===== config.mk =====
export PLATFORM = sky130hd
export DESIGN_NAME = relu3_stream_reader
export DESIGN_NICKNAME = d
export VERILOG_FILES = /design/src/rtl/relu3_stream_reader.sv
export SDC_FILE = /design/constraint.sdc
export NUM_CORES = 1
export LEC_CHECK = 0
export BUFFER_PORTS_ARGS = -buffer_cell sky130_fd_sc_hd__buf_2
export CAP_MARGIN = 15
export CORE_ASPECT_RATIO = 0.5
export CORE_MARGIN = 2
export CORE_UTILIZATION = 40
export CTS_BUF_LIST = sky130_fd_sc_hd__clkbuf_4 sky130_fd_sc_hd__clkbuf_8 sky130_fd_sc_hd__clkbuf_16
export DETAILED_ROUTE_END_ITERATION = 6
export HOLD_SLACK_MARGIN = 0.1
export PLACE_DENSITY = 0.6
export SYNTH_ARGS = -nofsm -noshare
export SYNTH_HDL_FRONTEND = slang
export SYNTH_SLANG_ARGS = --single-unit

===== constraint.sdc =====
create_clock -name clk -period 3.7 [get_ports clk]
set_clock_uncertainty 0.1 [all_clocks]
set_input_delay 0.185 -clock clk [delete_from_list [all_inputs] [get_ports clk]]
set_output_delay 0.185 -clock clk [all_outputs]
set_load 0.01 [all_outputs]

===== src/rtl/relu3_stream_reader.sv =====
// Read-side sequencer for the ReLU3 activation memory: sweeps addresses 0..DEPTH-1,
// absorbs the one-cycle read latency and streams each activation with its index and last flag.
module relu3_stream_reader #(
    parameter int DEPTH  = 64,
    parameter int ADDR_W = 16,
    parameter int DATA_W = 32,
    parameter int FIFO_D = 4
) (
    input  logic                     clk,
    input  logic                     reset,
    input  logic                     start,
    output logic                     busy,
    output logic                     done,
    output logic [ADDR_W-1:0]        mem_read_addr,
    input  logic signed [DATA_W-1:0] mem_data_out,
    output logic signed [DATA_W-1:0] out_data,
    output logic [ADDR_W-1:0]        out_index,
    output logic                     out_last,
    output logic                     out_valid,
    input  logic                     out_ready
);
    localparam int PTR_W = (FIFO_D > 1) ? $clog2(FIFO_D) : 1;
    localparam int CNT_W = $clog2(FIFO_D + 3) + 1;
    localparam logic [ADDR_W-1:0] LAST_ADDR = ADDR_W'(DEPTH - 1);
    localparam logic [CNT_W-1:0]  FIFO_LIM  = CNT_W'(FIFO_D);

    typedef enum logic [1:0] {S_IDLE, S_RUN, S_DRAIN, S_FIN} state_t;

    state_t                   state_q;
    logic [ADDR_W-1:0]        addr_q;
    logic [ADDR_W-1:0]        next_q;
    logic [ADDR_W-1:0]        issue_addr_d;
    logic [ADDR_W-1:0]        addr_p1;
    logic                     vld_p0;
    logic                     vld_p1;
    logic                     busy_q;
    logic                     done_q;
    logic signed [DATA_W-1:0] fifo_data_q [FIFO_D];
    logic [ADDR_W-1:0]        fifo_idx_q  [FIFO_D];
    logic [PTR_W-1:0]         wr_ptr_q;
    logic [PTR_W-1:0]         rd_ptr_q;
    logic [CNT_W-1:0]         count_q;
    logic [CNT_W-1:0]         occ_d;
    logic                     fifo_empty;
    logic                     push;
    logic                     pop;
    logic                     can_issue;
    logic                     issue;
    logic                     last_issue;

    // A slot freed by this cycle's pop may be reused by this cycle's issue.
    always_comb begin
        fifo_empty   = (count_q == '0);
        pop          = !fifo_empty && out_ready;
        push         = vld_p1;
        occ_d        = count_q + CNT_W'(vld_p0) + CNT_W'(vld_p1) - CNT_W'(pop);
        can_issue    = (occ_d < FIFO_LIM);
        issue_addr_d = (state_q == S_IDLE) ? '0 : next_q;
        issue        = ((state_q == S_IDLE) && start) || ((state_q == S_RUN) && can_issue);
        last_issue   = issue && (issue_addr_d == LAST_ADDR);
    end

    assign out_valid     = !fifo_empty;
    assign out_data      = fifo_empty ? '0 : fifo_data_q[rd_ptr_q];
    assign out_index     = fifo_empty ? '0 : fifo_idx_q[rd_ptr_q];
    assign out_last      = !fifo_empty && (fifo_idx_q[rd_ptr_q] == LAST_ADDR);
    assign mem_read_addr = addr_q;
    assign busy          = busy_q;
    assign done          = done_q;

    always_ff @(posedge clk or posedge reset) begin
        if (reset) begin
            state_q  <= S_IDLE;
            addr_q   <= '0;
            next_q   <= '0;
            vld_p0   <= 1'b0;
            vld_p1   <= 1'b0;
            busy_q   <= 1'b0;
            done_q   <= 1'b0;
            wr_ptr_q <= '0;
            rd_ptr_q <= '0;
            count_q  <= '0;
        end else begin
            // stage p0: address issued; stage p1: memory sampling it; push on the next edge
            vld_p0 <= issue;
            vld_p1 <= vld_p0;
            if (issue) begin
                addr_q <= issue_addr_d;
                next_q <= issue_addr_d + ADDR_W'(1);
            end
            if (push) wr_ptr_q <= wr_ptr_q + PTR_W'(1);
            if (pop)  rd_ptr_q <= rd_ptr_q + PTR_W'(1);
            count_q <= count_q + CNT_W'(push) - CNT_W'(pop);

            case (state_q)
                S_IDLE: begin
                    if (start) begin
                        busy_q  <= 1'b1;
                        state_q <= last_issue ? S_DRAIN : S_RUN;
                    end
                end
                S_RUN: begin
                    if (last_issue) state_q <= S_DRAIN;
                end
                S_DRAIN: begin
                    if (pop && out_last) begin
                        state_q <= S_FIN;
                        busy_q  <= 1'b0;
                        done_q  <= 1'b1;
                    end
                end
                S_FIN: begin
                    state_q <= S_IDLE;
                    done_q  <= 1'b0;
                end
                default: state_q <= S_IDLE;
            endcase
        end
    end

    // Datapath storage carries no reset; occupancy is tracked by the control above.
    always_ff @(posedge clk) begin
        addr_p1 <= addr_q;
        if (push) begin
            fifo_data_q[wr_ptr_q] <= mem_data_out;
            fifo_idx_q[wr_ptr_q]  <= addr_p1;
        end
    end

endmodule


Word-level counts from Yosys, hierarchy flattened
Memory sizes are Yosys's and may differ from the RTL's.
Cells that the tools add are included.
{ "totals": {"mem_bits_ro": 0, "register_bits": 62, "mem_bits_rw": 192, "n_memories": 2, "word_cells": 60, "latchBits": 0} }
{ "classes": {"eq_ne": 8, "shift": 0, "add_sub_neg": 8, "multipliers": 0, "order_cmp": 1, "reduce_logical": 15, "div_mod_pow": 0, "bitwise_logic": 0, "n_mux": 15} }
{ "mem_list": {"columns": ["memory", "words", "width", "read_ports", "rd_clocked_by_memory_dff", "write_ports", "line_no", "source"], "rows": [
  ["fifo_data_q", 4, 32, 1, 0, 1, "38", "logic signed [DATA_W-1:0] fifo_data_q [FIFO_D];"],
  ["fifo_idx_q", 4, 16, 1, 0, 1, "39", "logic [ADDR_W-1:0] fifo_idx_q [FIFO_D];"]
]} }
{ "op_table": {"columns": ["operator", "n"], "rows": [
  ["$eq 16x6->1 const B", 2],
  ["$mux 16", 2],
  ["$mux 32", 1],
  ["$add 16x1->16 const B", 1],
  ["$add 4x1->4", 3],
  ["$mux 2", 4],
  ["$pmux 2 s4", 1],
  ["$sub 4x1->4", 2],
  ["$logic_and 1x1->1", 6],
  ["$ne 2x2->1 const B", 3],
  ["$reduce_and 3->1", 2],
  ["$mux 1", 5],
  ["$add 2x1->2 const B", 2],
  ["$eq 2x2->1 const B", 2],
  ["$logic_not 4->1", 1],
  ["$lt 4x3->1 const B", 1],
  ["$pmux 1 s2", 2],
  ["$reduce_bool 2->1", 2],
  ["$eq 2x1->1 const B", 1],
  ["$logic_not 2->1", 1],
  ["$reduce_and 2->1", 1],
  ["$logic_not 1->1", 1],
  ["$logic_or 1x1->1", 1]
]} }

Longest topological paths before layout
{ "depth": {"ltp_word": 11, "ltp_mapped": 14, "ltp_nobuf": 13} }

Least setup slack after synthesis
No wires, ideal clock.
{ "synth_path": {"path_type": "register -> register", "from": "register count_q[2]", "to": "register addr_q[1] (netlist: mem_read_addr[1])", "n_path_buf": 1, "arrival_ps": 2863, "t_required_ps": 3462, "path_slack_ps": 599, "setup_ps": 138, "stages_incl_launch_ff": 15, "path_cell_list": "dfrtp_1 > inv_1 > ha_1 > nor3b_1 > inv_1 > nand3_1 > o21ai_0 > ha_1 > a21o_1 > a21o_1 > mux2_2 > nand2_1 > buf_1 > mux2i_1 > o22ai_1"} }
{ "synth_between": {"elab_chain_cells": 7} }
{ "synth_rtl": {"columns": ["element", "line_no", "source"], "rows": [
  ["start: declaration", "42", "logic [CNT_W-1:0] count_q;"],
  ["start signal: assignment", "93", "count_q <= count_q + CNT_W'(push) - CNT_W'(pop);"],
  ["$logic_not 4->1", "53", "fifo_empty = (count_q == '0);"],
  ["$logic_not 1->1", null, null],
  ["via out_valid", "19", "output logic out_valid,"],
  ["$logic_and 1x1->1", "54", "pop = !fifo_empty && out_ready;"],
  ["$sub 4x1->4", "56", "occ_d = count_q + CNT_W'(vld_p0) + CNT_W'(vld_p1) - CNT_W'(pop);"],
  ["$lt 4x3->1", "57", "can_issue = (occ_d < FIFO_LIM);"],
  ["$logic_and 1x1->1", "59", "issue = ((state_q == S_IDLE) && start) || ((state_q == S_RUN) && can_issue);"],
  ["$logic_or 1x1->1", "59", null],
  ["end signal: assignment", "88", "addr_q <= issue_addr_d;"],
  ["end: declaration", "30", "logic [ADDR_W-1:0] addr_q;"]
]} }
The timed path passes the listed nets, and every way through them passes these cells.
A chain may end at the register's enable or synchronous reset.

Worst setup path in the final report
{ "layout_path": {"from": "register rd_ptr_q[0]", "to": "output port out_last"} }
{ "layout_between": {"elab_chain_cells": 3} }
{ "layout_rtl": {"columns": ["element", "line_no", "source"], "rows": [
  ["start: declaration", "41", "logic [PTR_W-1:0] rd_ptr_q;"],
  ["start signal: assignment", "92", "if (pop) rd_ptr_q <= rd_ptr_q + PTR_W'(1);"],
  ["$mem_v2 4x16", null, null],
  ["$eq 16x6->1", "66", "assign out_last = !fifo_empty && (fifo_idx_q[rd_ptr_q] == LAST_ADDR);"],
  ["$logic_and 1x1->1", "66", null],
  ["end: declaration", "18", "output logic out_last,"]
]} }
No other way between the ends.

==> results_dict.tcl <==
set metrics [dict create \
    rsz0062_at_grt "no" \
    syn-num-nets 645 \
    p_sw_mw 3.087 \
    cpPeakStageDelay_ps 570 \
    p_leak_nw 4.685 \
    switching_share_pct 31.86 \
    crit_required_ps 3410 \
    yosysSeqAreaShare_pct 70.99 \
    crit_type "flip-flop to primary output" \
    fin_crit_ps 3053 \
    synth_edf_count 192 \
    setup-tns-final_ps 0 \
    die_w_um 229.8 \
    post-place-ws_ps 704.0 \
    pwr-share-clk_pct 25.6 \
    combPwrFrac_pct 34.2 \
    area_growth_pct 21.01 \
    fin_area_um2 12340 \
    totalWireLength_um 20440 \
    cts_tree "done" \
    first_pass_iters 5 \
    synth.top_cell.area_share_pct 56.55 \
    design.final.nets 799 \
    utilization_pct 49.08 \
    cp-start-kind "flip-flop" \
    cts_made_buffers 24 \
    row_count 41 \
    max_cap_viol_count 0 \
    track_usage_pct 15.35 \
    cp.arrival_ps 2770 \
    io_pins 104 \
    diodes 0 \
    gr-total-overflow 0 \
    setup_viol 0 \
    synthCells 593 \
    gp_congestion 0.7464 \
    grt_pass1_vias 5684 \
    fp.coreArea_um2 25140 \
    ir_drop_v 0.0003831 \
    die-height_um 116.9 \
    synthFlopType "edfxtp_1" \
    yosys_warnings 0 \
    grt_max_degree 49 \
    worstMarginPinSlew_ps 870.7 \
    intPower_mw 6.603 \
    synth_area_leaders "edfxtp_1, dfrtp_1, mux4_2, dfxtp_1, nor2b_1" \
    total_power_mw 9.689 \
    ant_nets 0 \
    worstSkewPairLatency_ps 510 \
    seqPwrFrac_pct 40.2 \
    fillerInstances 2154 \
    root_buffer "clkbuf_16" \
    dp_cells 1029 \
    h-tree-depth 1 \
    cts_buffer_depth 3 \
    cts_hold_buf 36 \
    path_cells "buf_4 > mux4_2 > nor4_2 > nand3_1 > nor2_1 > buf_2" \
    syn_area_per_cell_um2 17.19 \
    dieArea_um2 26860 \
    finalHoldViolations 0 \
    drive_gt1_share_pct 28.37 \
    maxSlewHeadroom_pct 41.95 \
    start_util_pct 40.56 \
    drtIter0Drc 480 \
    avgViaCountPerCell 5.052 \
    synth_cell_type_count 46 \
    power.density_nw_per_um2 785.4 \
    clkTransAtPathRegs_ps 60 \
    postCtsSetupBuffers 0 \
    min-delay-path-class "flip-flop to flip-flop" \
    drc 0 \
    post-route-period-util_pct 82.51 \
    synth_area_leader_cell "edfxtp_1" \
    grt_pass1_wl_um 31980 \
    whs_ps 280.2 \
    portBuffers 103 \
    finalNonFillerCells 1109 \
    crit_fanout 13 \
    crit_family "simple AND/OR/NAND/NOR gates" \
    netlist_area_um2 10190 \
    ys_ff_latch 254 \
    cts-resized-gates 0 \
    drt-wirelength-per-cell_um 18.43 \
    drv_slew 0 \
    place_area_um2 11170 \
    status "finished, final reports clean" \
    cp-end-kind "primary output" \
    synth-async-reset-ratio_pct 18.11 \
    fmax_mhz 327.5 \
    slowest_stage "dfrtp_4" \
    via_count 5603 \
    crit_buf_inv 2 \
    worst_slack_ps 647.0 \
    cts_sinks 254 \
    dpl.hpwl_um 12880 \
    antenna_found_initial 0 \
]
==> logic make-up (layout without fill, tap and decap cells) <==
group / count (synthesis) / count (layout) / share of synthesized area, %
DFF: 254 / 254 / 70.99
and+or+nand+nor: 128 / 128 / 7.045
AOI/OAI and AO/OA: 70 / 70 / 4.308
muxes: 67 / 67 / 12.79
buffers and inverters: 50 / 222 / 2.148
adders and majority gates: 16 / 16 / 2.037
xor gates and xnor gates: 8 / 8 / 0.6872
==> final cells by class <==
cell class | count | area [um2] | area share [%]
clock buffers | 35 | 701.9 | 5.690
clock inverters | 9 | 107.6 | 0.8722
inverters | 20 | 75.07 | 0.6085
multi-input cells | 289 | 2749 | 22.28
flip-flops and latches | 254 | 7242 | 58.70
well taps | 344 | 430.4 | 3.489
repair buffers | 158 | 1031 | 8.357
==> final timing paths <==
check	from	to	slack, ps	cells past startpoint
worst max-delay path	rd_ptr_q[0]	out_last	650	6
worst min-delay path	vld_p0	push	280	0
worst max register to register	count_q[2]	next_q[12]	660	13
worst min register to register	vld_p0	push	280	0
max in group asynchronous	reset	mem_read_addr[7]	2090	5
min in group asynchronous	reset	mem_read_addr[1]	660	4
==> cell usage after synthesis (2+ instances only) <==
library cell,number
nor4_1,2
o21ai_0,20
nand4_1,5
edfxtp_1,192
buf_2,6
a21oi_1,8
nand2_1,30
mux4_2,40
dfrtp_1,46
buf_1,3
mux4_1,8
dfxtp_1,16
nor2b_1,51
inv_1,20
and2_1,7
a31oi_1,7
xor2_1,4
and3_1,8
nor2_1,9
ha_1,15
mux2_2,2
a41oi_1,5
clkbuf_1,19
nand3_1,7
o22ai_1,17
xnor2_1,4
a21o_1,4
o2bb2ai_1,3
mux2i_1,17
nor3b_1,2
==> per-layer routing <==
layer  vias to the layer above  share of wire [%]  global-route usage [%]
li1                       2610                  -                       -
met2                       101                 50                   26.32
met1                      2870                 46                   21.07
met5                         -                  0                       0
met3                        22                3.5                   2.689
met4                         0                1.1                   3.011
==> placed cells by master, fill, tap and decap left out, types with 2 or more instances in the layout <==
cell and n:
a21o_1 4, o2bb2ai_1 3, clkbuf_16 24, a21oi_1 8, mux2i_1 17, o21ai_0 20
bufinv_16 2, a31oi_1 7, and2_1 3, nand4_1 5, o22ai_1 17, dfxtp_1 16
buf_2 103, and2_2 4, mux2_2 2, and3_1 8, edfxtp_1 192, dfrtp_1 44
xor2_1 4, clkinvlp_4 2, inv_1 19, buf_4 18, clkbuf_4 8, a41oi_1 5
clkinv_1 3, nand3_1 7, nor4_1 2, mux4_1 8, xnor2_1 4, mux4_2 40
clkbuf_8 3, nor2_1 9, nor2b_1 51, dlygate4sd3_1 36, nand2_1 30, ha_1 15
==> state kept, by name, indices dropped and copies added (netlist names) <==
signal / cells
state_q: 2
addr_p1: 16
wr_ptr_q: 2
fifo_data_q: 128
fifo_idx_q: 64
mem_read_addr: 16
vld_p0: 1
next_q: 16
busy: 1
push: 1
rd_ptr_q: 2
count_q: 4
done: 1
==> power by group through the flow <==
stage               Clock (mW)  Sequential, mW  Combinational (mW)
floorplan                    0            3.84                2.35
global placement             0            3.94                3.31
detailed placement           0            3.96                3.34
CTS                       2.54            3.90                3.38
global route              2.66            3.95                3.65
finish                    2.48            3.89                3.31
==> worst reg2reg max path, cell delays in order, from the launching register on <==
cell	delay (ps)
dfrtp_1	360
inv_1	80
ha_1	140
nor3b_2	200
inv_1	100
nand3_1	100
o21ai_0	90
ha_1	270
a21o_1	150
a21o_1	200
mux2_2	390
a21oi_1	500
o21ai_0	170
o21ai_0	110
Power figures use the tool's default switching activity.
